`config.mk`:
```
export PLATFORM = sky130hd
export DESIGN_NAME = burst_queue_ctrl
export DESIGN_NICKNAME = d
export VERILOG_FILES = /design/src/rtl/ddr_queue_pkg.sv /design/src/rtl/burst_cntr.sv /design/src/rtl/burst_queue_ctrl.sv
export SDC_FILE = /design/constraint.sdc
export NUM_CORES = 1
export LEC_CHECK = 0
export BUFFER_PORTS_ARGS = -buffer_cell sky130_fd_sc_hd__clkbuf_2
export CAP_MARGIN = 10
export CORE_MARGIN = 5
export CORE_UTILIZATION = 55
export DETAILED_ROUTE_END_ITERATION = 10
export PLACE_DENSITY = 0.77
export SYNTH_ARGS = -nofsm -noshare
export SYNTH_HDL_FRONTEND = slang
export SYNTH_HIERARCHICAL = 1
export SYNTH_SLANG_ARGS = --single-unit
```
`constraint.sdc`:
```
create_clock -name clk -period 2.8 [get_ports clk]
set_input_delay 0.28 -clock clk [delete_from_list [all_inputs] [get_ports clk]]
set_output_delay 0.28 -clock clk [all_outputs]
set_load 0.005 [all_outputs]
```
`src/rtl/ddr_queue_pkg.sv`:
```
// Shared state encoding, default burst geometry and counter-width helper for the
// DDR command-queue burst sequencer.
package ddr_queue_pkg;

    typedef enum logic [1:0] {
        IDLE = 2'd0,
        STRB = 2'd1,
        GAP  = 2'd2
    } state_t;

    localparam int BL_MAX_DEF  = 16;
    localparam int CCD_MIN_DEF = 8;

    function automatic int max2(input int a, input int b);
        return (a > b) ? a : b;
    endfunction

    function automatic int clog2_max(input int a, input int b);
        int m;
        m = max2(a, b);
        return ($clog2(m) < 1) ? 1 : $clog2(m);
    endfunction

endpackage

```
`src/rtl/burst_cntr.sv`:
```
// Loadable up-counter with enable, sync clear, runtime terminal-count compare, optional saturation.
// Latency: count/tc update one cycle after the controlling input.
// Backpressure: none; clear beats load beats enable.
module burst_cntr #(
    parameter int W   = 3,
    parameter bit SAT = 1'b0
) (
    input  logic         clk,
    input  logic         rst,
    input  logic         clr,
    input  logic         load,
    input  logic         en,
    input  logic [W-1:0] load_val,
    input  logic [W-1:0] limit,
    output logic [W-1:0] cnt,
    output logic         tc
);

    assign tc = (cnt == limit);

    always_ff @(posedge clk or negedge rst) begin
        if (!rst) begin
            cnt <= '0;
        end else if (clr) begin
            cnt <= '0;
        end else if (load) begin
            cnt <= load_val;
        end else if (en && !(SAT && tc)) begin
            cnt <= cnt + 1'b1;
        end
    end

endmodule

```
`src/rtl/burst_queue_ctrl.sv`:
```
// Burst sequencer: pops the queue on valid&ready and drives the SerDes strobe window (BURST_CHOP_EN enables bc).
// Latency: accept in cycle t, first strobe cycle at t+1; back-to-back bursts are seamless.
// Backpressure: ready only when idle or once the tCCD spacing from the current burst start has elapsed.
module burst_queue_ctrl
    import ddr_queue_pkg::*;
#(
    parameter int  BL_MAX  = BL_MAX_DEF,
    parameter int  CCD_MIN = CCD_MIN_DEF,
    localparam int CW      = clog2_max(BL_MAX / 2, CCD_MIN)
) (
    input  logic          clk,
    input  logic          rst,
    input  logic          valid,
    input  logic          bc,
    output logic          ready,
    output logic          sh_en,
    output logic          serdes_en,
    output logic [CW-1:0] beat_idx,
    output logic          last,
    output logic          busy
);

    localparam int            N_FULL        = BL_MAX / 2;
    localparam logic [CW-1:0] BEAT_LIM_FULL = CW'(N_FULL - 1);
    localparam logic [CW-1:0] CCD_LIM_FULL  = CW'(max2(N_FULL, CCD_MIN) - 1);

    state_t        state;
    logic          fire;
    logic          strb;
    logic          beat_tc;
    logic          ccd_tc;
    logic [CW-1:0] ccd_cnt;
    logic [CW-1:0] beat_lim;
    logic [CW-1:0] ccd_lim;

`ifdef BURST_CHOP_EN
    localparam int            N_CHOP        = BL_MAX / 4;
    localparam logic [CW-1:0] BEAT_LIM_CHOP = CW'(N_CHOP - 1);
    localparam logic [CW-1:0] CCD_LIM_CHOP  = CW'(max2(N_CHOP, CCD_MIN) - 1);

    logic bc_q;

    always_ff @(posedge clk or negedge rst) begin
        if (!rst) begin
            bc_q <= 1'b0;
        end else if (fire) begin
            bc_q <= bc;
        end
    end

    assign beat_lim = bc_q ? BEAT_LIM_CHOP : BEAT_LIM_FULL;
    assign ccd_lim  = bc_q ? CCD_LIM_CHOP  : CCD_LIM_FULL;
`else
    logic unused_bc;
    assign unused_bc = bc;
    assign beat_lim  = BEAT_LIM_FULL;
    assign ccd_lim   = CCD_LIM_FULL;
`endif

    // ccd_cnt tracks beat_idx during a strobe window, so ccd_tc can only rise on its last cycle
    assign strb  = (state == STRB);
    assign ready = rst & ((state == IDLE) | ccd_tc);
    assign fire  = valid & ready;
    assign sh_en = fire;
    assign last  = serdes_en & beat_tc;

    burst_cntr #(.W(CW), .SAT(1'b0)) u_beat_cntr (
        .clk      (clk),
        .rst      (rst),
        .clr      (~fire & (~strb | beat_tc)),
        .load     (fire),
        .en       (strb),
        .load_val ('0),
        .limit    (beat_lim),
        .cnt      (beat_idx),
        .tc       (beat_tc)
    );

    burst_cntr #(.W(CW), .SAT(1'b1)) u_ccd_cntr (
        .clk      (clk),
        .rst      (rst),
        .clr      (~fire & (state == IDLE)),
        .load     (fire),
        .en       (1'b1),
        .load_val ('0),
        .limit    (ccd_lim),
        .cnt      (ccd_cnt),
        .tc       (ccd_tc)
    );

    always_ff @(posedge clk or negedge rst) begin
        if (!rst) begin
            state     <= IDLE;
            serdes_en <= 1'b0;
            busy      <= 1'b0;
        end else begin
            case (state)
                IDLE: begin
                    if (fire) begin
                        state     <= STRB;
                        serdes_en <= 1'b1;
                        busy      <= 1'b1;
                    end
                end
                STRB: begin
                    if (beat_tc && !fire) begin
                        serdes_en <= 1'b0;
                        if (!ccd_tc) begin
                            state <= GAP;
                        end else begin
                            state <= IDLE;
                            busy  <= 1'b0;
                        end
                    end
                end
                GAP: begin
                    if (fire) begin
                        state     <= STRB;
                        serdes_en <= 1'b1;
                    end else if (ccd_tc) begin
                        state <= IDLE;
                        busy  <= 1'b0;
                    end
                end
                default: begin
                    state     <= IDLE;
                    serdes_en <= 1'b0;
                    busy      <= 1'b0;
                end
            endcase
        end
    end

    logic unused_ccd_cnt;
    assign unused_ccd_cnt = ^ccd_cnt;

endmodule

```
### Yosys cells after proc, flatten, opt, wreduce, memory -nomap -nowiden

Cells that the tools add are included.
Widths: inputs -> output; s select.

| storage, ports and cells | value |
|---|---|
| bits in registers | 10 |
| latch bits | 0 |
| bits in writable memories | 0 |
| memory bits (read-only) | 0 |
| bits of input ports | 4 |
| output and inout bits | 8 |
| logic and storage cells | 53 |
| memories | 0 |

| cells by class | value |
|---|---|
| add/sub/neg operators | 2 |
| multiply operators | 0 |
| divide/modulo/power cells | 0 |
| $lt $le $gt $ge | 0 |
| eq/ne operators | 10 |
| shift-type cells | 0 |
| mux-type cells | 19 |
| bitwise logic cells | 9 |
| reduce and logical (&&, ||, !) cells | 8 |

Operators by type and width:

| cell | number |
|---|---|
| $mux 3 | 6 |
| $mux 2 | 5 |
| $add 3x1->3 const B | 2 |
| $eq 3x3->1 const B | 2 |
| $pmux 2 s3 | 1 |
| $reduce_and 3->1 | 2 |
| $and 1x1->1 | 5 |
| $mux 1 | 5 |
| $ne 2x1->1 const B | 2 |
| $ne 2x2->1 const B | 2 |
| $ne 3x2->1 const B | 1 |
| $ne 3x3->1 const B | 1 |
| $pmux 1 s3 | 1 |
| $reduce_bool 3->1 | 1 |
| $eq 2x1->1 const B | 1 |
| $eq 2x2->1 const B | 1 |
| $logic_not 2->1 | 1 |
| $not 1->1 | 2 |
| $or 1x1->1 | 2 |
| $pmux 1 s2 | 1 |
| $reduce_and 2->1 | 1 |
| $reduce_or 2->1 | 1 |
| $logic_and 1x1->1 | 1 |
| $logic_not 1->1 | 1 |

### Depth between registers and ports, before layout

| logic depth | value |
|---|---|
| word-level depth | 8 |
| depth in mapped cells | 9 |
| mapped depth without buffers | 7 |

### By module

The synthesis kept the hierarchy.

By module, submodules not included:

| module | times used | cells an instance | area an instance (um2) | sequential area each (um2) |
|---|---|---|---|---|
| burst_queue_ctrl | 1 | 39 | 341.6 | 100.1 |
| burst_cntr at u_ccd_cntr | 1 | 38 | 324.1 | 75.1 |
| burst_cntr at u_beat_cntr | 1 | 19 | 205.2 | 75.1 |

### Worst setup path before layout

OpenSTA, ideal clock, no wires.

| timing path | value |
|---|---|
| path type | flip-flop to flip-flop |
| from | register u_ccd_cntr.cnt[2] |
| to | register u_ccd_cntr.cnt[2] |
| setup time | 0.094 ns |
| data arrival time | 2.149 ns |
| data required time | 2.706 ns |
| setup slack | 0.557 ns |
| stages on the path, launching flop included | 9 |
| buffers on the path | 1 |
| period minus slack after synthesis | 2.243 ns |
| cells stage by stage | dfrtp_1 > clkbuf_2 > xor2_1 > nor3_1 > o211ai_1 > inv_1 > nor3_1 > or4_1 > a211oi_1 |

| between the ends | value |
|---|---|
| word-level cells in the longest chain between the ends | 7 |
| elaborated cells on any way between the ends | 11 |
| classes of those cells | add/sub (1); eq/ne (2); mux (3); bitwise (5) |

RTL lines:

| item | RTL line | source |
|---|---|---|
| start, declared | burst_cntr.sv:15 | `output logic [W-1:0] cnt,` |
| start signal, assigned | burst_cntr.sv:27 | `cnt <= load_val;` |
| start signal, assigned | burst_cntr.sv:29 | `cnt <= cnt + 1'b1;` |
| $eq 3x3->1 (*) | burst_cntr.sv:19 | `assign tc = (cnt == limit);` |
| named net ccd_tc | burst_queue_ctrl.sv:31 | `logic ccd_tc;` |
| $or 1x1->1 (*) | burst_queue_ctrl.sv:62 | `assign ready = rst & ((state == IDLE) \| ccd_tc);` |
| $and 1x1->1 (*) | burst_queue_ctrl.sv:62 |  |
| $and 1x1->1 (*) | burst_queue_ctrl.sv:63 | `assign fire = valid & ready;` |
| named net sh_en | burst_queue_ctrl.sv:16 | `output logic sh_en,` |
| $not 1->1 | burst_queue_ctrl.sv:82 | `.clr (~fire & (state == IDLE)),` |
| $and 1x1->1 | burst_queue_ctrl.sv:82 |  |
| $ne 3x2->1 (no line) / $mux 3 (equally long branches) | - |  |

The timed path passes the listed nets; every way through them passes the cells marked *. The select of a mux whose other input is x is not followed.
A chain may end at the register's enable or synchronous reset.

### Final worst setup path

| timing path | value |
|---|---|
| from | register u_ccd_cntr.cnt[2] |
| to | register u_ccd_cntr.cnt[2] |

| between the ends | value |
|---|---|
| word-level cells in the longest chain between the ends | 7 |
| elaborated cells on any way between the ends | 11 |
| classes of those cells | add/sub (1); eq/ne (2); mux (3); bitwise (5) |

RTL lines:

| item | RTL line |
|---|---|
| $eq 3x3->1 (*) | burst_cntr.sv:19 |
| named net ccd_tc | burst_queue_ctrl.sv:31 |
| $or 1x1->1 | burst_queue_ctrl.sv:62 |
| $and 1x1->1 | burst_queue_ctrl.sv:62 |
| $and 1x1->1 | burst_queue_ctrl.sv:63 |
| $not 1->1 | burst_queue_ctrl.sv:82 |
| $and 1x1->1 | burst_queue_ctrl.sv:82 |
| $ne 3x2->1 (no line) / $mux 3 (equally long branches) | - |

Marks and branches as above.

==> results.py <==
metrics = {
    "sta": {
        "rsz0062_at_grt": "false",
        "setup_viol": 0,
        "post-route-period-util_pct": 85.56,
        "fmax_ghz": 0.4174,
        "tns_ns": 0,
        "layout_setup_ws_ns": 0.4045,
        "finClkSkew_ns": 0.006692,
        "hold_viol": 0,
        "period_needed_ns": 2.396,
        "drv_slew": 0,
    },
    "clock_network": {
        "cts_setup_buffers": 0,
        "clkTransAtPathRegs_ns": 0.07,
        "clk_path_buf_depth": 2,
        "numCtsBuffers": 3,
        "cts_tree": "yes",
        "cts_resized": 0,
        "cts-hold-fix-buffers": 1,
        "htreeDepth": 1,
        "cts_sinks": 10,
        "clockRootBuffer": "clkbuf_4",
        "clock_latency_ns": 0.27,
    },
    "critical_path": {
        "crit_required_ns": 2.98,
        "cp.arrival_ns": 2.58,
        "cp.buffers_inverters": 2,
        "worst_setup_path_end_kind": "flop",
        "path_common_cell": "nor3_1",
        "r2r_slack_ns": 0.40,
        "critPathLaunchType": "flop",
        "crit_slowest_cell": "dfrtp_1",
        "cp_max_fo": 13,
        "cp_top_family": "simple AND/OR/NAND/NOR gates",
        "crit_type": "flop to flop",
        "cpPeakStageDelay_ns": 0.46,
        "path_cells": "xor2_1, nor3_1, o211ai_1, inv_1, buf_4, nor3_1, or4_1, a211oi_1",
    },
    "logic_synthesis": {
        "synth_seq_area_share_pct": 28.74,
        "yosysMostFrequentCell": "dfrtp_1",
        "synth_area_leaders": "dfrtp_1 29%, ha_1 8.6%, xor2_1 6.0%, xnor2_1 4.0%, inv_1 3.9%",
        "synth_edf_count": 0,
        "synth-async-reset-ratio_pct": 100.0,
        "synthCells": 96,
        "ys_ff_latch": 10,
        "synth_area_um2": 870.8,
        "synth_flop_cell": "dfrtp_1",
        "ys_types": 37,
        "syn_area_per_cell_um2": 9.071,
        "synth_common_cells": "10 x dfrtp_1, 9 x inv_1, 8 x nor2_1",
        "yosysWarnings": 6,
        "synth_top_area_cell": "dfrtp_1",
        "synth_top_area_share_pct": 28.74,
    },
    "power_and_ir_drop": {
        "internal_power_w": 0.0005605,
        "clkPwrFrac_pct": 13.6,
        "p_comb_share_pct": 59.8,
        "ir_drop_v": 0.0004830,
        "pwr-share-seq_pct": 26.6,
        "p_sw_w": 0.0004275,
        "powerDensity_mw_per_mm2": 916.1,
        "switching_share_pct": 43.27,
        "p_leak_nw": 0.5243,
    },
    "finish": {
        "instances_no_fill": 149,
        "fin_nets": 144,
        "drive_gt1_share_pct": 17.29,
        "synthToLayoutAreaGrowth_pct": 23.85,
        "fillCellCount": 119,
        "antenna_cells": 0,
    },
    "place": {
        "dp_cells": 144,
        "io_buffers": 10,
        "place_hpwl_um": 1326,
        "dpl_worst_slack_ns": 0.3742,
        "gp_congestion": 0.8153,
    },
    "global_routing": {
        "grt_antenna_before_repair": 0,
        "track_usage_pct": 16.35,
        "grt_pass1_wl_um": 3270,
        "gr-max-usage-layer": "met2",
        "gr-total-overflow": 0,
        "use_met3_pct": 1.205,
        "grt_max_degree": 17,
        "grt_pass1_vias": 792,
        "grt_use_met1_pct": 19.81,
        "grtUsageMet2_pct": 27.75,
    },
    "floorplan": {
        "core.rowCount": 14,
        "core_mm2": 0.001506,
        "die_width_um": 49.79,
        "die_area_mm2": 0.002479,
        "start_util_pct": 57.81,
        "ios": 12,
        "fp.dieH_um": 49.79,
    },
    "detailed_routing": {
        "drc": 0,
        "drt_iter0_drc": 17,
        "vias": 772,
        "first_pass_iters": 4,
        "via_per_inst": 5.181,
        "totalWireLength_um": 1740,
        "drt.antenna.violating_nets": 0,
        "wl_per_cell_um": 11.68,
    },
    "status": {
        "outcome": "finished, final reports clean",
    },
    "hold_path": {
        "hold_class": "primary input to async pin",
    },
    "job": {
        "max-cap-violations": 0,
    },
}
-- cell type report --
type | instances | area [um2] | area share (%)
Clock buffer | 4 | 36.28 | 3.364
Tap cell | 16 | 20.02 | 1.856
Timing Repair Buffer | 14 | 82.58 | 7.657
Inverter | 9 | 33.78 | 3.132
Sequential cell | 10 | 250.2 | 23.20
Multi-Input combinational cell | 96 | 655.6 | 60.79
-- state kept, by name (all words and copies together) (netlist names) --
| signal | count |
|---|---|
| u_beat_cntr/cnt | 3 |
| serdes_en | 1 |
| state | 2 |
| busy | 1 |
| u_ccd_cntr/cnt | 3 |
-- worst paths after layout --
| kind | startpoint | to | depth (start not counted) |
|---|---|---|---|
| min | rst | serdes_en | 2 |
| max reg2reg | u_ccd_cntr/cnt[2] | u_ccd_cntr/cnt[2] | 8 |
| max | u_ccd_cntr/cnt[2] | u_ccd_cntr/cnt[2] | 8 |
| max in group asynchronous | rst | u_ccd_cntr/cnt[1] | 2 |
| min reg2reg | busy | busy | 1 |
| min in group clk | valid | serdes_en | 5 |
-- power by group through the flow --
| stage | clock network (W) | registers (W) | logic [W] |
|---|---|---|---|
| detailed placement | 0 | 0.000267 | 0.000588 |
| floorplan | 0 | 0.000257 | 0.000452 |
| global route | 0.000143 | 0.000275 | 0.000667 |
| CTS | 0.000137 | 0.000264 | 0.000594 |
| finish | 0.000134 | 0.000263 | 0.000591 |
| global placement | 0 | 0.000263 | 0.000572 |
-- per-stage QoR --
stage / utilization [%] / hold WS (ns) / area [um2] / total power, W
2_1_floorplan: - / -0.01559 / 949.7 / 0.0007087
3_3_place_gp: 68.52 / 0.1926 / 1032 / 0.0008348
3_5_place_dp: 68.52 / 0.1999 / 1032 / 0.0008552
4_1_cts: 71.59 / 0.4390 / 1079 / 0.0009948
5_1_grt: 71.59 / 0.4786 / 1079 / 0.001085
6_report: 71.59 / 0.4403 / 1079 / 0.0009880
-- routing by layer --
metal  routed length (um)  up-vias  share of wire, %
met4                   31        0               1.8
li1                     -      402                 -
met1                  772      349                44
met2                  865       17                50
met5                    0        -                 0
met3                   71        4               4.1
-- layout by cell type (no fill, tap or decap), types with 2 or more instances in the layout --
master and n:
a211oi_1 4, a21oi_1 4, a31oi_1 3, buf_4 3
clkbuf_2 10, clkbuf_4 3, conb_1 23, dfrtp_1 10
ha_1 6, inv_1 9, mux2i_1 2, nand2_1 2
nand3_1 2, nand4_1 2, nor2_1 8, nor2b_1 3
nor3_1 4, nor3b_1 2, nor4b_1 2, o21ai_0 2
o31ai_1 2, xnor2_1 4, xor2_1 6
-- cells by family (layout without fill, tap and decap cells) --
| logic type | Yosys count | count (layout) | share of synthesized area [%] |
|---|---|---|---|
| and+or+nand+nor | 31 | 31 | 21.41 |
| AOI/OAI and AO/OA | 22 | 22 | 19.97 |
| buffers and inverters | 11 | 27 | 5.027 |
| xor gates and xnor gates | 10 | 10 | 10.06 |
| DFF | 10 | 10 | 28.74 |
| adders and majority gates | 6 | 6 | 8.620 |
| muxes | 4 | 4 | 5.316 |
| other | 2 | 23 | 0.8624 |
Power figures use the tool's default switching activity.
